<file path="src/rtl/ram_1r_1w_arbiter.sv">
// Shares one 1R/1W RAM among REQUESTERS clients. The read and write ports
// each have their own round-robin arbiter. Both arbiters grant in the same
// cycle as the request. The combinational RAM read data is registered and
// tagged with the id of the winning client.
//
// Ports:
//   aClock, aReset              clock (rising edge), async active-high reset
//   aReadRequest/aReadAddress   per-client read request and address
//   anOutReadGrant              one-hot read grant (combinational)
//   anOutReadValid/Data/Id      registered read response, one cycle after grant
//   aWriteRequest/Address/Data  per-client write request, address and data
//   anOutWriteGrant             one-hot write grant (combinational)
//   anOutRamRead*, aRamReadData RAM read port (read data is combinational)
//   anOutRamWrite*              RAM write port (commits on the same edge)
module ram_1r_1w_arbiter #(
  parameter  int unsigned REQUESTERS = 4,
  parameter  int unsigned DEPTH      = 8,
  parameter  int unsigned SIZE       = 16,
  localparam int unsigned ADDR_WIDTH = $clog2(SIZE),
  localparam int unsigned ID_WIDTH   = $clog2(REQUESTERS)
) (
  input  logic                                  aClock,
  input  logic                                  aReset,
  input  logic [REQUESTERS-1:0]                 aReadRequest,
  input  logic [REQUESTERS-1:0][ADDR_WIDTH-1:0] aReadAddress,
  output logic [REQUESTERS-1:0]                 anOutReadGrant,
  output logic                                  anOutReadValid,
  output logic [DEPTH-1:0]                      anOutReadData,
  output logic [ID_WIDTH-1:0]                   anOutReadId,
  input  logic [REQUESTERS-1:0]                 aWriteRequest,
  input  logic [REQUESTERS-1:0][ADDR_WIDTH-1:0] aWriteAddress,
  input  logic [REQUESTERS-1:0][DEPTH-1:0]      aWriteData,
  output logic [REQUESTERS-1:0]                 anOutWriteGrant,
  output logic [ADDR_WIDTH-1:0]                 anOutRamReadAddress,
  output logic                                  anOutRamReadEnable,
  input  logic [DEPTH-1:0]                      aRamReadData,
  output logic [ADDR_WIDTH-1:0]                 anOutRamWriteAddress,
  output logic [DEPTH-1:0]                      anOutRamWriteData,
  output logic                                  anOutRamWriteEnable
);

  // One extra bit so ptr + offset never overflows before the wrap compare.
  localparam int unsigned IDX_WIDTH = ID_WIDTH + 1;

  // Round-robin pick: returns {found, winner}, scanning upward from ptr.
  // Wrap uses an explicit compare so non-power-of-two counts work.
  function automatic logic [ID_WIDTH:0] rr_pick(
    input logic [REQUESTERS-1:0] req,
    input logic [ID_WIDTH-1:0]   ptr
  );
    logic [IDX_WIDTH-1:0] idx;
    logic                 found;
    logic [ID_WIDTH-1:0]  win;
    found = 1'b0;
    win   = '0;
    for (int unsigned k = 0; k < REQUESTERS; k++) begin
      idx = IDX_WIDTH'(ptr) + IDX_WIDTH'(k);
      if (idx >= IDX_WIDTH'(REQUESTERS)) begin
        idx = idx - IDX_WIDTH'(REQUESTERS);
      end
      if (!found && req[idx[ID_WIDTH-1:0]]) begin
        found = 1'b1;
        win   = idx[ID_WIDTH-1:0];
      end
    end
    return {found, win};
  endfunction

  // Pointer moves to the slot after the winner, wrapping at REQUESTERS-1.
  function automatic logic [ID_WIDTH-1:0] ptr_after(input logic [ID_WIDTH-1:0] win);
    return (win == ID_WIDTH'(REQUESTERS - 1)) ? '0 : win + ID_WIDTH'(1);
  endfunction

  logic [ID_WIDTH-1:0] rd_ptr_q, rd_ptr_d;
  logic [ID_WIDTH-1:0] wr_ptr_q, wr_ptr_d;
  logic                rd_valid_q, rd_valid_d;
  logic [DEPTH-1:0]    rd_data_q, rd_data_d;
  logic [ID_WIDTH-1:0] rd_id_q, rd_id_d;

  logic [ID_WIDTH:0]   rd_pick_c, wr_pick_c;
  logic                rd_found_c, wr_found_c;
  logic [ID_WIDTH-1:0] rd_win_c, wr_win_c;

  // Arbitration; grants are forced off while reset is asserted.
  always_comb begin
    rd_pick_c  = rr_pick(aReadRequest, rd_ptr_q);
    wr_pick_c  = rr_pick(aWriteRequest, wr_ptr_q);
    rd_found_c = rd_pick_c[ID_WIDTH] & ~aReset;
    wr_found_c = wr_pick_c[ID_WIDTH] & ~aReset;
    rd_win_c   = rd_pick_c[ID_WIDTH-1:0];
    wr_win_c   = wr_pick_c[ID_WIDTH-1:0];
  end

  // Grant and RAM port drive; everything idles to zero without a winner.
  always_comb begin
    anOutReadGrant       = '0;
    anOutWriteGrant      = '0;
    anOutRamReadEnable   = 1'b0;
    anOutRamReadAddress  = '0;
    anOutRamWriteEnable  = 1'b0;
    anOutRamWriteAddress = '0;
    anOutRamWriteData    = '0;
    if (rd_found_c) begin
      anOutReadGrant      = REQUESTERS'(1) << rd_win_c;
      anOutRamReadEnable  = 1'b1;
      anOutRamReadAddress = aReadAddress[rd_win_c];
    end
    if (wr_found_c) begin
      anOutWriteGrant      = REQUESTERS'(1) << wr_win_c;
      anOutRamWriteEnable  = 1'b1;
      anOutRamWriteAddress = aWriteAddress[wr_win_c];
      anOutRamWriteData    = aWriteData[wr_win_c];
    end
  end

  // Next-state: pointers advance on a grant; response captures the RAM word.
  always_comb begin
    rd_ptr_d   = rd_ptr_q;
    wr_ptr_d   = wr_ptr_q;
    rd_valid_d = 1'b0;
    rd_data_d  = rd_data_q;
    rd_id_d    = rd_id_q;
    if (rd_found_c) begin
      rd_ptr_d   = ptr_after(rd_win_c);
      rd_valid_d = 1'b1;
      rd_data_d  = aRamReadData;
      rd_id_d    = rd_win_c;
    end
    if (wr_found_c) begin
      wr_ptr_d = ptr_after(wr_win_c);
    end
  end

  // State registers; reset discards any in-flight read response.
  always_ff @(posedge aClock or posedge aReset) begin
    if (aReset) begin
      rd_ptr_q   <= '0;
      wr_ptr_q   <= '0;
      rd_valid_q <= 1'b0;
      rd_data_q  <= '0;
      rd_id_q    <= '0;
    end else begin
      rd_ptr_q   <= rd_ptr_d;
      wr_ptr_q   <= wr_ptr_d;
      rd_valid_q <= rd_valid_d;
      rd_data_q  <= rd_data_d;
      rd_id_q    <= rd_id_d;
    end
  end

  assign anOutReadValid = rd_valid_q;
  assign anOutReadData  = rd_data_q;
  assign anOutReadId    = rd_id_q;

endmodule
</file>
<file path="config.mk">
export PLATFORM = sky130hd
export DESIGN_NAME = ram_1r_1w_arbiter
export DESIGN_NICKNAME = d
export VERILOG_FILES = /design/src/rtl/ram_1r_1w_arbiter.sv
export SDC_FILE = /design/constraint.sdc
export NUM_CORES = 1
export LEC_CHECK = 0
export CAP_MARGIN = 20
export CORE_MARGIN = 8
export CORE_UTILIZATION = 34
export DETAILED_ROUTE_END_ITERATION = 7
export GPL_TIMING_DRIVEN = 0
export PLACE_DENSITY = 0.86
export RECOVER_POWER = 100
export SLEW_MARGIN = 20
export SYNTH_ARGS = -nofsm -noshare
export SYNTH_HDL_FRONTEND = slang
export SYNTH_SLANG_ARGS = --single-unit
</file>
<file path="constraint.sdc">
create_clock -name aClock -period 4.2 [get_ports aClock]
set_input_delay 0.84 -clock aClock [delete_from_list [all_inputs] [get_ports aClock]]
set_output_delay 0.84 -clock aClock [all_outputs]
set_load 0.1 [all_outputs]
</file>
==> metrics.txt <==
standard-cell rows=23; Worst-Margin Slew=1.218 ns; Syn-to-layout area delta=91.74%; crit end category=primary output; peak supply drop=~0.31 mV; post-route minimum period=approximately 4.1 ns; setup bufs post-CTS=0; die area=approximately 6200 sq um; Worst Skew=0.007812 ns; critical path launch point=aWriteRequest[0]; worst-path cell chain=clkdlybuf4s50_1 -> a21o_1 -> a21oi_1 -> o22a_2 -> buf_6 -> buf_8 -> ha_1 -> and2_1 -> clkbuf_1; share of layout cells above drive strength 1=11.74%; syn_nets=246; largest cells by area after synthesis=dfrtp_1, mux2i_1, nand2_1, o22ai_1, ha_1; Placed Cells incl. Taps=327; Leak=1.194 nW; CTS Buf Count=3; RD Place Congestion=approximately 0.79; Seq/Total Area, Yosys=between 20 and 30%; pwr dens=556.0 nW/um^2; arrival time at the worst endpoint=3.25 ns; Peak Freq=0.2446 GHz; Syn Area/Cell=8.475 sq um; commonest non-fill, non-tap cell in the layout=clkdlybuf4s50_1; Yosys reg bits=15; die span in y=78.96 um; initial antenna violation count=0; multi-input logic area=863.3 sq um; startpoint types=primary input; Port Buf Inserts=118; HP Start=anOutReadData[5]; YS warnings=0; CTS clk-pin slew, worst paths=0.06 ns; clock buffer depth=2; fin cells=331; Worst Hold Depth=2; Worst Hold End=anOutReadData[5]; Residual DRC=0; CTS H-tree depth=1; RSZ-0062 raised after global routing=no; # fillers=366; via count=about 1,600; Slowest-stage cell, CP=clkbuf_1; die span in x=78.96 um; Cells after Synth=159; mean routed wirelength per cell=15.91 um; initial DRC count=24; antenna-violating nets left=0; worst reg2reg setup slack=approximately 2.4 ns; utilization after layout=66.02%; Root Driver=clkbuf_8; worst-path fanout max=11; CTS tree=built; vias in the first global route=1,668; crit-path max cell delay=0.89 ns; final cycle utilization of the critical path=97.35%; area fraction of the dominant cell type after synthesis=27.86%; WL final=about 5.3 mm; reg-to-reg endpoint=wr_ptr_q[1]; first-pass GRT wire length=roughly 8.4 mm; Core Region=3914 sq um; final hold viol count=0; Max Slew Vio Count=0; commonest non-fill, non-tap cells in the layout=clkdlybuf4s50_1, nand2_1, mux2i_1, o22ai_1, dfrtp_1; total track usage=16.64%; Worst EP required=around 3.4 ns; worst r2r src=wr_ptr_q[1]; Worst Reg2Reg Path Length in Cells=7; Post-DP HPWL=4.569 mm; Initial DRT Pass Iterations=4; Initial Util=34.43%; CTS Sinks=15; Ant. Diodes=0; Reg area=375.4 sq um; Nets=369; final setup vio count=0; status=complete, no violations; cell taking the most area after synthesis=dfrtp_1; slew margin rel.=19.12%; count of cell types in the netlist=29; vias per cell=~4.7; clk_lat worst skew=0.25 ns; worst hold path class=flip-flop to flip-flop; Overflow after GRT=0; IO Count=119; Cell Area, Synth=1348 sq um; MaxCap Viol Count=0; largest net degree at the start of global routing=17; critical path type=primary input to primary output
[critical path: cells and delay by family]
family / cells / cell delay (ns)
and+or+nand+nor: 1 / 0.11
AOI/OAI and AO/OA: 3 / 0.49
adders and majority gates: 1 / 0.14
buffers and inverters: 4 / 1.67
[where the power goes]
group	total, mW	internal (mW)	switching (mW)
Combinational	1.12	0.313	0.803
Clock	0.116	0.0666	0.0499
Sequential	0.203	0.176	0.0273
Total	1.44	0.556	0.881
[registers in the layout, summed over array words and instances, names as in the netlist]
| signal | count |
|---|---|
| anOutReadId | 2 |
| anOutReadValid | 1 |
| rd_ptr_q | 2 |
| anOutReadData | 8 |
| wr_ptr_q | 2 |
[timing repair]
action,CTS,global route
resized for setup,48,12
endpoints found under the setup margin,25,10
hold buffers,0,0
[per-layer routing]
layer	global-route usage, %	part of all wire [%]	routed length (um)	vias to the layer above
met5	0	0	0	-
met4	3.148	1.1	60	0
met3	4.740	4.7	247	6
met2	31.65	57	3020	36
met1	17.78	37	1937	708
li1	-	-	-	801
[layout make-up]
cell class / count / share of cell area [%]
buffer: 8 / 2.809
clock buffer: 3 / 1.598
clock inverter: 1 / 0.2906
inverter: 11 / 1.743
multi-input combinational: 125 / 33.41
sequential: 15 / 14.53
tap: 50 / 2.421
timing repair buffer: 118 / 43.20
[through the flow]
step	instance area, sq um	hold WS, ns	setup WS [ns]	setup TNS (ns)	total power [mW]
final	2584	0.4678	0.1113	0	1.436
after global routing	2584	0.4984	0.009595	0	1.509
after CTS	2648	0.4778	0.0002010	0	1.472
after detailed placement	2601	0.4608	-0.6190	-7.329	1.383
after global placement	2601	0.4575	-0.5963	-6.431	1.371
after floorplan	1358	0.4762	-0.6513	-7.430	1.088
[how the worst max path moves through the flow]
stage	to	slack, ns
floorplan	anOutRamWriteAddress[1]	-0.65
global placement	anOutRamReadEnable	-0.60
detailed placement	anOutRamReadEnable	-0.62
CTS	anOutRamWriteData[3]	0.0002
global route	anOutWriteGrant[3]	0.01
finish	anOutWriteGrant[3]	0.11
[cell usage after synthesis]
library cell  count
nand2_1          36
mux2i_1          32
o22ai_1          18
dfrtp_1          15
inv_1            10
a21oi_1           6
and2_1            5
ha_1              5
nand2b_1          4
nor2_1            4
buf_4             2
buf_8             2
clkbuf_1          2
nor3_1            2
o21ai_0           2
a211o_1           1
a211oi_2          1
a21o_1            1
a31oi_2           1
and3_1            1
buf_12            1
buf_2             1
inv_2             1
mux2_2            1
nor3_2            1
nor3b_1           1
o22a_2            1
o31ai_1           1
or2b_1            1
[cell families after synthesis]
group | after synthesis | synth area share (%)
AO/OA/AOI/OAI | 32 | 15.69
flip-flops | 15 | 27.86
AND/OR/NAND/NOR | 55 | 18.38
multiplexers | 33 | 24.61
buffers and inverters | 19 | 8.821
adder cells (fa/ha/maj) | 5 | 4.643
Power figures use the tool's default switching activity.
